**config.mk**
```make
export PLATFORM = sky130hd
export DESIGN_NAME = w_forward_arbiter
export DESIGN_NICKNAME = d
export VERILOG_FILES = /design/src/rtl/wfa_pkg.sv /design/src/rtl/wfa_skid_buf.sv /design/src/rtl/w_forward_arbiter.sv
export SDC_FILE = /design/constraint.sdc
export NUM_CORES = 1
export LEC_CHECK = 0
export BUFFER_PORTS_ARGS = -buffer_cell sky130_fd_sc_hd__buf_2
export CAP_MARGIN = 20
export CORE_AREA = 2 2 94 96
export CTS_CLUSTER_SIZE = 8
export DETAILED_ROUTE_END_ITERATION = 8
export DIE_AREA = 0 0 96 98
export SYNTH_ARGS = -nofsm -noshare
export SYNTH_HDL_FRONTEND = slang
export SYNTH_SLANG_ARGS = --single-unit
```
**constraint.sdc**
```tcl
create_clock -name CLK -period 1.85 [get_ports CLK]
set_clock_uncertainty 0.2 [all_clocks]
set_input_delay 0.37 -clock CLK [delete_from_list [all_inputs] [get_ports CLK]]
set_output_delay 0.37 -clock CLK [all_outputs]
set_load 0.01 [all_outputs]
```
**src/rtl/wfa_pkg.sv**
```systemverilog
// Shared constants, FSM state encoding and round-robin pick helper for w_forward_arbiter.
package wfa_pkg;

  localparam int BEAT_W   = 77;
  localparam int LAST_BIT = 0;
  localparam int ADDR_LSB = 33;
  localparam int ADDR_MSB = 68;

  typedef enum logic [1:0] {
    ST_IDLE = 2'd0,
    ST_CMD  = 2'd1,
    ST_DATA = 2'd2
  } state_t;

  // First set bit of valid at or above ptr, wrapping at num_m-1; returns ptr if none set.
  function automatic logic [2:0] rr_pick(input logic [7:0] valid, input logic [2:0] ptr,
                                         input int num_m);
    logic [2:0] idx;
    logic       found;
    idx     = ptr;
    found   = 1'b0;
    rr_pick = ptr;
    for (int i = 0; i < 8; i++) begin
      if (i < num_m && !found && valid[idx]) begin
        rr_pick = idx;
        found   = 1'b1;
      end
      idx = (int'(idx) == num_m - 1) ? 3'd0 : idx + 3'd1;
    end
  endfunction

endpackage

```
**src/rtl/wfa_skid_buf.sv**
```systemverilog
// Two-entry beat buffer with registered output; 1-cycle latency, full throughput when dn_rdy=1.
// Backpressure: up_rdy is simply not-full, so dn_rdy never reaches the upstream side combinationally.
module wfa_skid_buf #(
  parameter int W = 77
) (
  input  logic         CLK,
  input  logic         RESET,
  input  logic [W-1:0] up_dat,
  input  logic         up_vld,
  output logic         up_rdy,
  output logic [W-1:0] dn_dat,
  output logic         dn_vld,
  input  logic         dn_rdy
);

  logic [W-1:0] mem [2];
  logic         wr_ptr;
  logic         rd_ptr;
  logic [1:0]   cnt;
  logic         push;
  logic         pop;

  assign up_rdy = (cnt != 2'd2);
  assign dn_vld = (cnt != 2'd0);
  assign dn_dat = mem[rd_ptr];
  assign push   = up_vld & up_rdy;
  assign pop    = dn_vld & dn_rdy;

  always_ff @(posedge CLK or posedge RESET) begin
    if (RESET) begin
      mem[0] <= '0;
      mem[1] <= '0;
      wr_ptr <= 1'b0;
      rd_ptr <= 1'b0;
      cnt    <= 2'd0;
    end else begin
      if (push) begin
        mem[wr_ptr] <= up_dat;
        wr_ptr      <= ~wr_ptr;
      end
      if (pop) begin
        rd_ptr <= ~rd_ptr;
      end
      case ({push, pop})
        2'b10:   cnt <= cnt + 2'd1;
        2'b01:   cnt <= cnt - 2'd1;
        default: cnt <= cnt;
      endcase
    end
  end

endmodule

```
**src/rtl/w_forward_arbiter.sv**
```systemverilog
// Packet-level round-robin merge of NUM_M W-channels; 0-cycle beat latency, +1 with WFA_OUTREG_EN.
// Backpressure: READYo passes to the granted requester only (skid-buffer not-full under WFA_OUTREG_EN).
module w_forward_arbiter #(
  parameter int NUM_M  = 2,
  parameter int BEAT_W = 77
) (
  input  logic                    CLK,
  input  logic                    RESET,
  input  logic [NUM_M*BEAT_W-1:0] DATAi,
  input  logic [NUM_M-1:0]        VALIDi,
  output logic [NUM_M-1:0]        READYi,
  output logic [BEAT_W-1:0]       DATAo,
  output logic                    VALIDo,
  input  logic                    READYo,
  output logic [NUM_M-1:0]        GRANT,
  output logic                    BUSY
);
  import wfa_pkg::*;

  localparam int PTR_W = $clog2(NUM_M);

  state_t           state;
  state_t           state_nxt;
  logic [NUM_M-1:0] grant_nxt;
  logic [PTR_W-1:0] gidx;
  logic [PTR_W-1:0] gidx_nxt;
  logic [PTR_W-1:0] rr_ptr;
  logic [PTR_W-1:0] rr_ptr_nxt;
  logic [PTR_W-1:0] pick;
  logic [BEAT_W-1:0] mux_dat;
  logic             mux_vld;
  logic             up_rdy;
  logic             up_hs;

  assign BUSY  = (state != ST_IDLE);
  assign pick  = PTR_W'(rr_pick(8'(VALIDi), 3'(rr_ptr), NUM_M));
  assign up_hs = mux_vld & up_rdy;

  always_comb begin
    mux_dat = '0;
    mux_vld = 1'b0;
    READYi  = '0;
    if (BUSY) begin
      mux_dat      = DATAi[int'(gidx)*BEAT_W +: BEAT_W];
      mux_vld      = VALIDi[gidx];
      READYi[gidx] = up_rdy;
    end
  end

`ifdef WFA_OUTREG_EN
  wfa_skid_buf #(.W(BEAT_W)) u_skid (
    .CLK    (CLK),
    .RESET  (RESET),
    .up_dat (mux_dat),
    .up_vld (mux_vld),
    .up_rdy (up_rdy),
    .dn_dat (DATAo),
    .dn_vld (VALIDo),
    .dn_rdy (READYo)
  );
`else
  assign up_rdy = READYo;
  assign DATAo  = mux_dat;
  assign VALIDo = mux_vld;
`endif

  always_comb begin
    state_nxt  = state;
    grant_nxt  = GRANT;
    gidx_nxt   = gidx;
    rr_ptr_nxt = rr_ptr;
    case (state)
      ST_IDLE: begin
        if (|VALIDi) begin
          state_nxt = ST_CMD;
          gidx_nxt  = pick;
          grant_nxt = NUM_M'(1) << pick;
        end
      end
      ST_CMD: begin
        // Pointer moves past the owner once its command beat is accepted.
        if (up_hs) begin
          state_nxt  = ST_DATA;
          rr_ptr_nxt = (int'(gidx) == NUM_M - 1) ? '0 : gidx + 1'b1;
        end
      end
      ST_DATA: begin
        if (up_hs && mux_dat[LAST_BIT]) begin
          state_nxt = ST_IDLE;
          grant_nxt = '0;
        end
      end
      default: begin
        state_nxt = ST_IDLE;
        grant_nxt = '0;
      end
    endcase
  end

  always_ff @(posedge CLK or posedge RESET) begin
    if (RESET) begin
      state  <= ST_IDLE;
      GRANT  <= '0;
      gidx   <= '0;
      rr_ptr <= '0;
    end else begin
      state  <= state_nxt;
      GRANT  <= grant_nxt;
      gidx   <= gidx_nxt;
      rr_ptr <= rr_ptr_nxt;
    end
  end

endmodule

```
After elaboration in Yosys (flattened, before gate mapping)
Cells that the tools add are included.
{"block": "op_classes", "add_sub_neg": 2, "mul": 1, "magnitude_cmp": 4, "n_eq_ne": 5, "shifts": 2, "n_mux": 21, "bitwise_logic": 3, "n_reduce_logical": 11}
{"op": "$shiftx A154 B9 Y77", "n": 1}
{"op": "$mux W77", "n": 1}
{"op": "$mux W2", "n": 6}
{"op": "$pmux W2 S3", "n": 2}
{"op": "$mux W1", "n": 10}
{"op": "$mul A1 B7 Y8 const B", "n": 1}
{"op": "$ne A2 B2 Y1 const B", "n": 3}
{"op": "$reduce_and A3 Y1", "n": 2}
{"op": "$lt A1 B4 Y1 const B", "n": 1}
{"op": "$lt A2 B4 Y1 const B", "n": 1}
{"op": "$reduce_and A2 Y1", "n": 2}
{"op": "$bmux W1 S3", "n": 1}
{"op": "$logic_and A1 B1 Y1", "n": 3}
{"op": "$add A1 B1 Y2 const B", "n": 1}
{"op": "$and A2 B2 Y2", "n": 1}
{"op": "$eq A2 B1 Y1 const B", "n": 1}
{"op": "$eq A2 B2 Y1 const B", "n": 1}
{"op": "$logic_not A2 Y1", "n": 1}
{"op": "$lt A1 B2 Y1 const B", "n": 1}
{"op": "$reduce_bool A2 Y1", "n": 1}
{"op": "$reduce_or A2 Y1", "n": 1}
{"op": "$shl A1 B1 Y2 const A", "n": 1}
{"op": "$add A1 B1 Y1 const B", "n": 1}
{"op": "$and A1 B1 Y1", "n": 1}
{"op": "4 further kinds", "n": 4}
{"block": "word_totals", "ff_bits": 6, "input_bits": 159, "output_inout_bits": 83, "wordCells": 53}

Longest topological paths before layout
Gate-level depths: netlist of run 1.
{"block": "logic_depth", "depth_word": 9, "depth_mapped": 5, "mapped_depth_nobuf": 3}

Least setup slack after synthesis of run 1
OpenSTA, ideal clock, no wires.
{"block": "synth_timing", "path_kind": "register to output", "startpoint": "register state[1]", "endpoint": "output port DATAo[17]", "t_arrival_ps": 1080, "required_time_ps": 1280, "setup_slack_ps": 200, "path_stages_with_launch": 5, "n_path_buf": 2, "cell_sequence": "dfrtp_1 > buf_2 > nor2_4 > buf_1 > nor2_1"}
{"block": "synth_between", "elab_chain_len": 2}
{"item": "start, declared", "line": "w_forward_arbiter.sv:22", "text": "state_t state;"}
{"item": "start signal, assigned", "line": "w_forward_arbiter.sv:107", "text": "state <= state_nxt;"}
{"item": "$reduce_bool A2 Y1", "line": "w_forward_arbiter.sv:35", "text": "assign BUSY = (state != ST_IDLE);"}
{"item": "$mux W77", "line": "w_forward_arbiter.sv:43", "text": "if (BUSY) begin"}
{"item": "end, declared", "line": "w_forward_arbiter.sv:12", "text": "output logic [BEAT_W-1:0] DATAo,"}
No other way between the ends.

Final worst setup path of run 1
{"block": "layout_timing", "startpoint": "register gidx", "endpoint": "output port DATAo[48]"}
{"block": "layout_between", "elab_chain_len": 3}
{"item": "start, declared", "line": "w_forward_arbiter.sv:25", "text": "logic [PTR_W-1:0] gidx;"}
{"item": "start signal, assigned", "line": "w_forward_arbiter.sv:109", "text": "gidx <= gidx_nxt;"}
{"item": "$mul A1 B7 Y8", "line": "w_forward_arbiter.sv:44", "text": "mux_dat = DATAi[int'(gidx)*BEAT_W +: BEAT_W];"}
{"item": "$shiftx A154 B9 Y77", "line": "w_forward_arbiter.sv:44"}
{"item": "$mux W77", "line": "w_forward_arbiter.sv:43"}
No other way between the ends.

==> impl_summary.txt, run 1 <==
----------------------------------------------------
[Power and ir drop]
  Power Internal ... 0.00300 W
  Total power divided by cell area ... 1630 nW/um^2
  Power spent charging and discharging nets ... 0.00255 W
  Clk network pwr share ... 3.8%
  Logic pwr share ... 91.1%
  LEAKAGE ... 2.05 nW
  Net switching share of the total power ... 46.0%
  Peak VDD IR ... 0.719 mV
  Flop pwr share ... 5.1%

[Clock network]
  Total CTS buffers ... 3
  Number of H-tree levels ... 1
  Clock transition time at the flip-flop clock pins of the worst setup and hold paths ... 0.04 ns
  Max Buffers Root-to-Sink ... 2
  Clock tree from TritonCTS ... yes
  Buffer cell driving the clock tree root ... sky130_fd_sc_hd__clkbuf_8
  Worst-skew pair later-pin latency ... 0.23 ns
  Sink Count ... 6

[Layout]
  FILL cells ... 875
  Area overhead of the layout relative to synthesis ... 127%
  ANT cells ... 0
  Final core occ ... 40.1%
  Number of nets at the end of the flow ... 626
  Proportion of layout cells with a drive suffix above 1 ... 62.9%

[Yosys]
  Async S/R FF share, synth ... 100%
  Area contributors post-synth ... sky130_fd_sc_hd__mux2i_1 (52%), sky130_fd_sc_hd__nor2_1 (20%), sky130_fd_sc_hd__dfrtp_1 (10%)
  Number of library cell types mapped by synthesis ... 25
  Count of mapped cells out of synthesis ... 205
  Most used standard cell by instance count after synthesis ... sky130_fd_sc_hd__nor2_1
  Main flop type after synthesis ... sky130_fd_sc_hd__dfrtp_1
  Synth cell count leaders ... sky130_fd_sc_hd__nor2_1 (80), sky130_fd_sc_hd__mux2i_1 (77), sky130_fd_sc_hd__buf_2 (10), sky130_fd_sc_hd__clkbuf_1 (6), sky130_fd_sc_hd__dfrtp_1 (6)
  Synthesized net count ... 364
  Area share of the largest cell type after synthesis ... 51.7%
  Count of flip-flops with a built-in enable after synthesis ... 0
  Avg Inst Size Synth ... 7.28 um^2
  Yosys warning count ... 0
  Cell type with the highest aggregate area in the netlist ... sky130_fd_sc_hd__mux2i_1
  Netlist Area Pre-Place ... 1490 um^2
  Register area share after synthesis ... 10.1%
  Flip-flop and latch count after synthesis ... 6

[Global routing]
  Maximum number of pins on one net before global-route repair ... 34
  Via count of the first global-routing pass ... 2,454
  Number of antenna violations at the first check in global routing ... 0
  Tot GR Track Use ... 14.3%
  Overall overflow remaining after global route ... 0
  Wire length of the first global-routing pass ... 10,900 um

[Die]
  Die ar. ... 9410 um^2
  Horizontal die dimension ... 96 um
  Top Ports ... 242
  CORE AREA ... 8470 um^2
  Effective utilization at floorplan ... 17.6%
  Die Y-Extent ... 98 um
  # rows ... 34

[Setup path]
  Internal reg-to-reg setup slack ... 0.05 ns
  Worst path max stage delay ... 0.52 ns
  Arr. time, crit path ... 1.43 ns
  Cell class contributing the biggest share of worst-path delay ... flip-flops
  Highest net fanout along the worst path ... 16
  Critical-path top delay cell ... sky130_fd_sc_hd__dfrtp_4
  CP Launch Type ... flop
  Critical Path Most Common Cell ... sky130_fd_sc_hd__buf_12
  Cells along the critical path ... buf_12 -> buf_12 -> mux2i_1 -> nor2_1 -> buf_2
  Required time of the critical path ... 1.28 ns
  Type of the setup path with the least slack ... reg2out
  Worst Setup End Kind ... output pin
  Sum of buffers and inverters on the critical path ... 3

[STA]
  Post-layout worst setup margin ... -0.153 ns
  Unrepaired setup endpoints after global routing ... yes
  Relative slew slack ... 80.2%
  Fin. Hold Viols ... 0
  Fmax achieved ... 0.499 GHz
  Min Tclk post-route ... 2.00 ns
  Final number of setup-violating endpoints ... 80
  Final number of max-transition violations ... 0
  Slew of the pin with the lowest slew margin ... 0.293 ns
  Portion of the clock cycle consumed by the worst path in the final layout ... 108%

[Route]
  Total via count in the routed design ... 2,481
  Drt initial violations ... 54
  First drt pass iteration count ... 4
  Wire length reported by the detailed router ... 8040 um
  Average wire per standard cell ... 14.0 um
  # DRC ... 0
  Routed via count divided by cell count ... 4.32
  Antenna Nets Post-Route ... 0

[Outcome]
  Violated checks ... negative setup slack
  Run status ... complete, but fails checks

[Placement]
  Count of port buffers added during placement ... 241
  Half-perimeter wire length after detailed placement ... 5670 um
  Global placement routability congestion ... 0.772
  Setup WS pre-CTS ... 0.0288 ns

[Worst hold path]
  Class of the tightest hold or removal check ... in2reg

[Job]
  Number of maximum-capacitance violations ... 0

----------------------------------------------------
[cells in the final DEF (no fill, tap or decap)]
cell,instances
sky130_fd_sc_hd__buf_2,241
sky130_fd_sc_hd__nor2_1,74
sky130_fd_sc_hd__mux2i_1,74
sky130_fd_sc_hd__buf_4,13
sky130_fd_sc_hd__buf_16,7
sky130_fd_sc_hd__nor2_2,6
sky130_fd_sc_hd__dfrtp_1,5
sky130_fd_sc_hd__clkbuf_16,5
sky130_fd_sc_hd__buf_12,5
sky130_fd_sc_hd__inv_1,3
sky130_fd_sc_hd__clkbuf_8,3
sky130_fd_sc_hd__buf_6,3
sky130_fd_sc_hd__inv_2,2
sky130_fd_sc_hd__a21oi_1,2
sky130_fd_sc_hd__and3_1,2
sky130_fd_sc_hd__mux2i_4,2
sky130_fd_sc_hd__o31ai_1,2
sky130_fd_sc_hd__mux2i_2,2
sky130_fd_sc_hd__nand2_1,1
sky130_fd_sc_hd__o21ai_2,1
sky130_fd_sc_hd__o311ai_4,1
sky130_fd_sc_hd__o32ai_1,1
sky130_fd_sc_hd__nor3_1,1
sky130_fd_sc_hd__a211oi_1,1
sky130_fd_sc_hd__nand2b_1,1
sky130_fd_sc_hd__a32oi_1,1
sky130_fd_sc_hd__o22ai_1,1
sky130_fd_sc_hd__o41ai_1,1
sky130_fd_sc_hd__nor2_4,1
sky130_fd_sc_hd__a31oi_1,1
sky130_fd_sc_hd__clkbuf_1,1
sky130_fd_sc_hd__dfrtp_4,1
sky130_fd_sc_hd__dlygate4sd3_1,1
[metrics by stage]
stage	instance area [um^2]	TNS, ns	cells	hold slack [ns]	total power (W)
global route	3390	-12.95	574	0.241	0.00597
global placement	2900	0	547	0.0979	0.00410
detailed placement	2900	0	547	0.101	0.00415
floorplan	1490	0	205	-0.0390	0.00260
CTS	3220	-8.44	566	0.215	0.00513
finish	3390	-7.85	574	0.218	0.00554
[routing by layer]
layer,wire (um),GRT usage (%)
met5,0,0
met4,78,3.63
met3,736,1.00
met2,4140,28.5
met1,3080,15.6
[what timing repair did]
item                                    in CTS  in global routing
cloned                                       5                  7
setup buffers                                9                  1
endpoints found under the hold margin        6                  0
endpoints found under the setup margin      79                 80
hold buffers                                 1                  0
resized for setup                           11                  7
[power groups by stage]
stage	Combinational (W)	Clock, W	Sequential, W
2_1_floorplan	0.00236	0	0.000247
3_3_place_gp	0.00383	0	0.000273
3_5_place_dp	0.00387	0	0.000277
4_1_cts	0.00463	0.000216	0.000280
5_1_grt	0.00545	0.000225	0.000292
6_report	0.00505	0.000211	0.000280
[sequential cells by signal, indices dropped and copies added (netlist names)]
register / count
GRANT: 2
gidx: 1
rr_ptr: 1
state: 2
[logic make-up after synthesis]
| family | synth area share, % |
|---|---|
| DFF | 10.1 |
| buffers and inverters | 6.88 |
| AOI/OAI and AO/OA | 7.13 |
| muxes | 53.2 |
| and+or+nand+nor | 22.7 |
[area by class of cell]
type                       instances  area [um^2]  share of cell area, %
multi-input combinational        176         1270                   37.6
clock buffer                       4         45.0                   1.33
sequential                         6          154                   4.54
inverter                           5         18.8                  0.553
timing repair buffer             275         1770                   52.0
tap                              108          135                   3.98
[path summary, 6_finish.rpt]
path,cells past startpoint,from,to
hold reg to reg,2,rr_ptr,rr_ptr
hold / removal,2,VALIDi[0],gidx
setup / recovery,5,gidx,DATAo[48]
max in group asynchronous,3,RESET,gidx
min in group asynchronous,3,RESET,gidx
setup reg to reg,5,gidx,GRANT[1]
Note: power is estimated with default switching activity, not from simulation.
==> run 2: changes to the inputs <==
--- a/config.mk
+++ b/config.mk
@@ -5,6 +5,7 @@
 export SDC_FILE = /design/constraint.sdc
 export NUM_CORES = 1
 export LEC_CHECK = 0
+export ABC_AREA = 1
 export BUFFER_PORTS_ARGS = -buffer_cell sky130_fd_sc_hd__buf_2
 export CAP_MARGIN = 20
 export CORE_AREA = 2 2 94 96
==> run 2 against run 1 <==
Net effect: the flow still finishes with violations (negative setup slack); flip-flop and latch count did not move; combinational power fell by 7.7%; register-to-register slack improved by 0.23 ns; cell area fell by 6.9%; non-clock buffer count fell by 15; fmax rose by 4.8%; routed wire length fell by 8.4%; count of clock-buffer cells in the layout did not move; core utilization fell by 2.8 points; first-iteration DRC count rose by 17%; critical endpoint is now VALIDo; largest cell class unchanged; largest power group unchanged; highest routed layer unchanged.
==> impl_summary.txt, run 2 <==
----------------------------------------------------
[Outcome]
  Run status ... complete, but fails checks
  Violated checks ... negative setup slack

[Placement]
  Inst Count DP ... 632
  Global placement routability congestion ... 0.775
  Setup WS pre-CTS ... 0.0773 ns
  Count of port buffers added during placement ... 241
  Half-perimeter wire length after detailed placement ... 5410 um

[Clock network]
  Sink Count ... 6
  Buffer cell driving the clock tree root ... sky130_fd_sc_hd__clkbuf_8
  Clock tree from TritonCTS ... yes
  Total CTS buffers ... 3
  Max Buffers Root-to-Sink ... 2
  Worst-skew pair later-pin latency ... 0.23 ns
  Number of H-tree levels ... 1
  Clock transition time at the flip-flop clock pins of the worst setup and hold paths ... 0.04 ns

[Route]
  Antenna Nets Post-Route ... 0
  # DRC ... 0
  Total via count in the routed design ... 2,834
  Wire length reported by the detailed router ... 7360 um
  First drt pass iteration count ... 4
  Routed via count divided by cell count ... 4.37
  Average wire per standard cell ... 11.4 um
  Drt initial violations ... 63

[Worst hold path]
  Count of cells along the worst hold path ... 3
  Class of the tightest hold or removal check ... in2reg
  Hold_sp ... READYo
  Hold path endpoint ... state[1]

[Yosys]
  Area share of the largest cell type after synthesis ... 43.0%
  Yosys warning count ... 0
  Synth cell count leaders ... sky130_fd_sc_hd__nand2_1 (169), sky130_fd_sc_hd__a21oi_1 (77), sky130_fd_sc_hd__buf_2 (17), sky130_fd_sc_hd__inv_1 (7)
  Cell type with the highest aggregate area in the netlist ... sky130_fd_sc_hd__nand2_1
  Synthesized net count ... 461
  Netlist Area Pre-Place ... 1470 um^2
  Area contributors post-synth ... sky130_fd_sc_hd__nand2_1 (43%), sky130_fd_sc_hd__a21oi_1 (26%), sky130_fd_sc_hd__dfrtp_1 (10%)
  Flip-flop and latch count after synthesis ... 6
  Count of flip-flops with a built-in enable after synthesis ... 0
  Main flop type after synthesis ... sky130_fd_sc_hd__dfrtp_1
  Most used standard cell by instance count after synthesis ... sky130_fd_sc_hd__nand2_1
  Avg Inst Size Synth ... 4.88 um^2
  Async S/R FF share, synth ... 100%
  Register area share after synthesis ... 10.2%
  Number of library cell types mapped by synthesis ... 18
  Count of mapped cells out of synthesis ... 302

[Die]
  CORE AREA ... 8470 um^2
  Die ar. ... 9410 um^2
  Effective utilization at floorplan ... 17.4%
  Die Y-Extent ... 98 um
  Horizontal die dimension ... 96 um
  # rows ... 34
  Top Ports ... 242

[STA]
  Fin. Hold Viols ... 0
  Final number of setup-violating endpoints ... 78
  Min Tclk post-route ... 1.91 ns
  Relative slew slack ... 84.6%
  Smallest hold slack ... 0.249 ns
  Unrepaired setup endpoints after global routing ... yes
  Slew of the pin with the lowest slew margin ... 0.231 ns
  Final number of max-transition violations ... 0
  Portion of the clock cycle consumed by the worst path in the final layout ... 103%
  Post-layout worst setup margin ... -0.0614 ns
  Fmax achieved ... 0.523 GHz

[Setup path]
  R2r endpoint ... GRANT[1]
  Reg2reg start ... gidx
  CP Launch Type ... flop
  Number of cells on the worst reg-to-reg path ... 9
  Internal reg-to-reg setup slack ... 0.28 ns
  Required time of the critical path ... 1.28 ns
  Arr. time, crit path ... 1.34 ns
  Type of the setup path with the least slack ... reg2out
  Highest net fanout along the worst path ... 25
  Worst Setup End Kind ... output pin

[Layout]
  Final core occ ... 37.3%
  Largest registers ranked by flip-flop count ... GRANT (2), state (2)
  Proportion of layout cells with a drive suffix above 1 ... 57.0%
  Number of nets at the end of the flow ... 700
  Commonest non-fill, non-tap cells in the layout ... sky130_fd_sc_hd__buf_2 (240), sky130_fd_sc_hd__nand2_1 (163), sky130_fd_sc_hd__a21oi_1 (45)
  Most common library cell in the layout ignoring fill and taps ... sky130_fd_sc_hd__buf_2
  Cell Count, Final, Fillers Out ... 648
  ANT cells ... 0
  Area overhead of the layout relative to synthesis ... 114%

[Job]
  Number of maximum-capacitance violations ... 0

[Global routing]
  Number of antenna violations at the first check in global routing ... 0
  Overall overflow remaining after global route ... 0
  Tot GR Track Use ... 12.4%
  Maximum number of pins on one net before global-route repair ... 48
  Via count of the first global-routing pass ... 2,322
  Wire length of the first global-routing pass ... 9690 um

[Power and ir drop]
  PnR Total Power ... 0.00513 W
  Total power divided by cell area ... 1630 nW/um^2
  LEAKAGE ... 1.83 nW
  Peak VDD IR ... 0.990 mV

----------------------------------------------------
run 2: per-layer routing:
metal / global-route usage (%) / routed length (um)
met1: 12.7 / 2860
met2: 25.2 / 3730
met3: 2.31 / 690
met4: 2.64 / 80
met5: 0 / 0
run 2: layout make-up:
class                   count  area [um^2]
repair buffers            260         1520
multi-input cells         262         1270
well taps                 108          135
fillers                   907         5310
flip-flops and latches      6          151
inverters                   8         35.0
clock buffers               4         45.0
run 2: worst max-delay path by stage:
| stage | start | end |
|---|---|---|
| after detailed placement | gidx | DATAo[29] |
| after CTS | gidx | VALIDo |
| after global placement | gidx | DATAo[29] |
| after floorplan | gidx | READYi[0] |
| after global routing | gidx | DATAo[4] |
| final | gidx | VALIDo |
run 2: per-stage QoR:
stage	TNS, ns	cell area, um^2
after floorplan	0	1470
after global placement	0	2780
after detailed placement	0	2780
after CTS	-1.83	2960
after global routing	-8.13	3160
final	-2.16	3160
run 2: cells by family after synthesis:
| family | synth area share (%) |
|---|---|
| buffers and inverters | 14.1 |
| AO/OA/AOI/OAI | 29.1 |
| AND/OR/NAND/NOR | 46.6 |
| flip-flops | 10.2 |
run 2: power by group:
group	total (W)	internal [W]	switching [W]
clock network	0.000212	0.000149	0.0000631
registers	0.000261	0.000196	0.0000649
logic	0.00466	0.00203	0.00263
total	0.00513	0.00238	0.00276
run 2: what timing repair did:
item / in CTS / in global routing
hold buffers: 1 / 0
cloned: 1 / 3
resized for setup: 16 / 33
hold endpoints to repair: 6 / 0
setup buffers: 6 / 1
endpoints found under the setup margin: 80 / 80
run 2: worst max-delay path, cell delays in order (launching register included):
cell and delay [ns]:
sky130_fd_sc_hd__dfrtp_2 0.45, sky130_fd_sc_hd__clkinv_4 0.12, sky130_fd_sc_hd__buf_12 0.16, sky130_fd_sc_hd__nand2_2 0.08
sky130_fd_sc_hd__a21oi_4 0.17, sky130_fd_sc_hd__buf_6 0.12
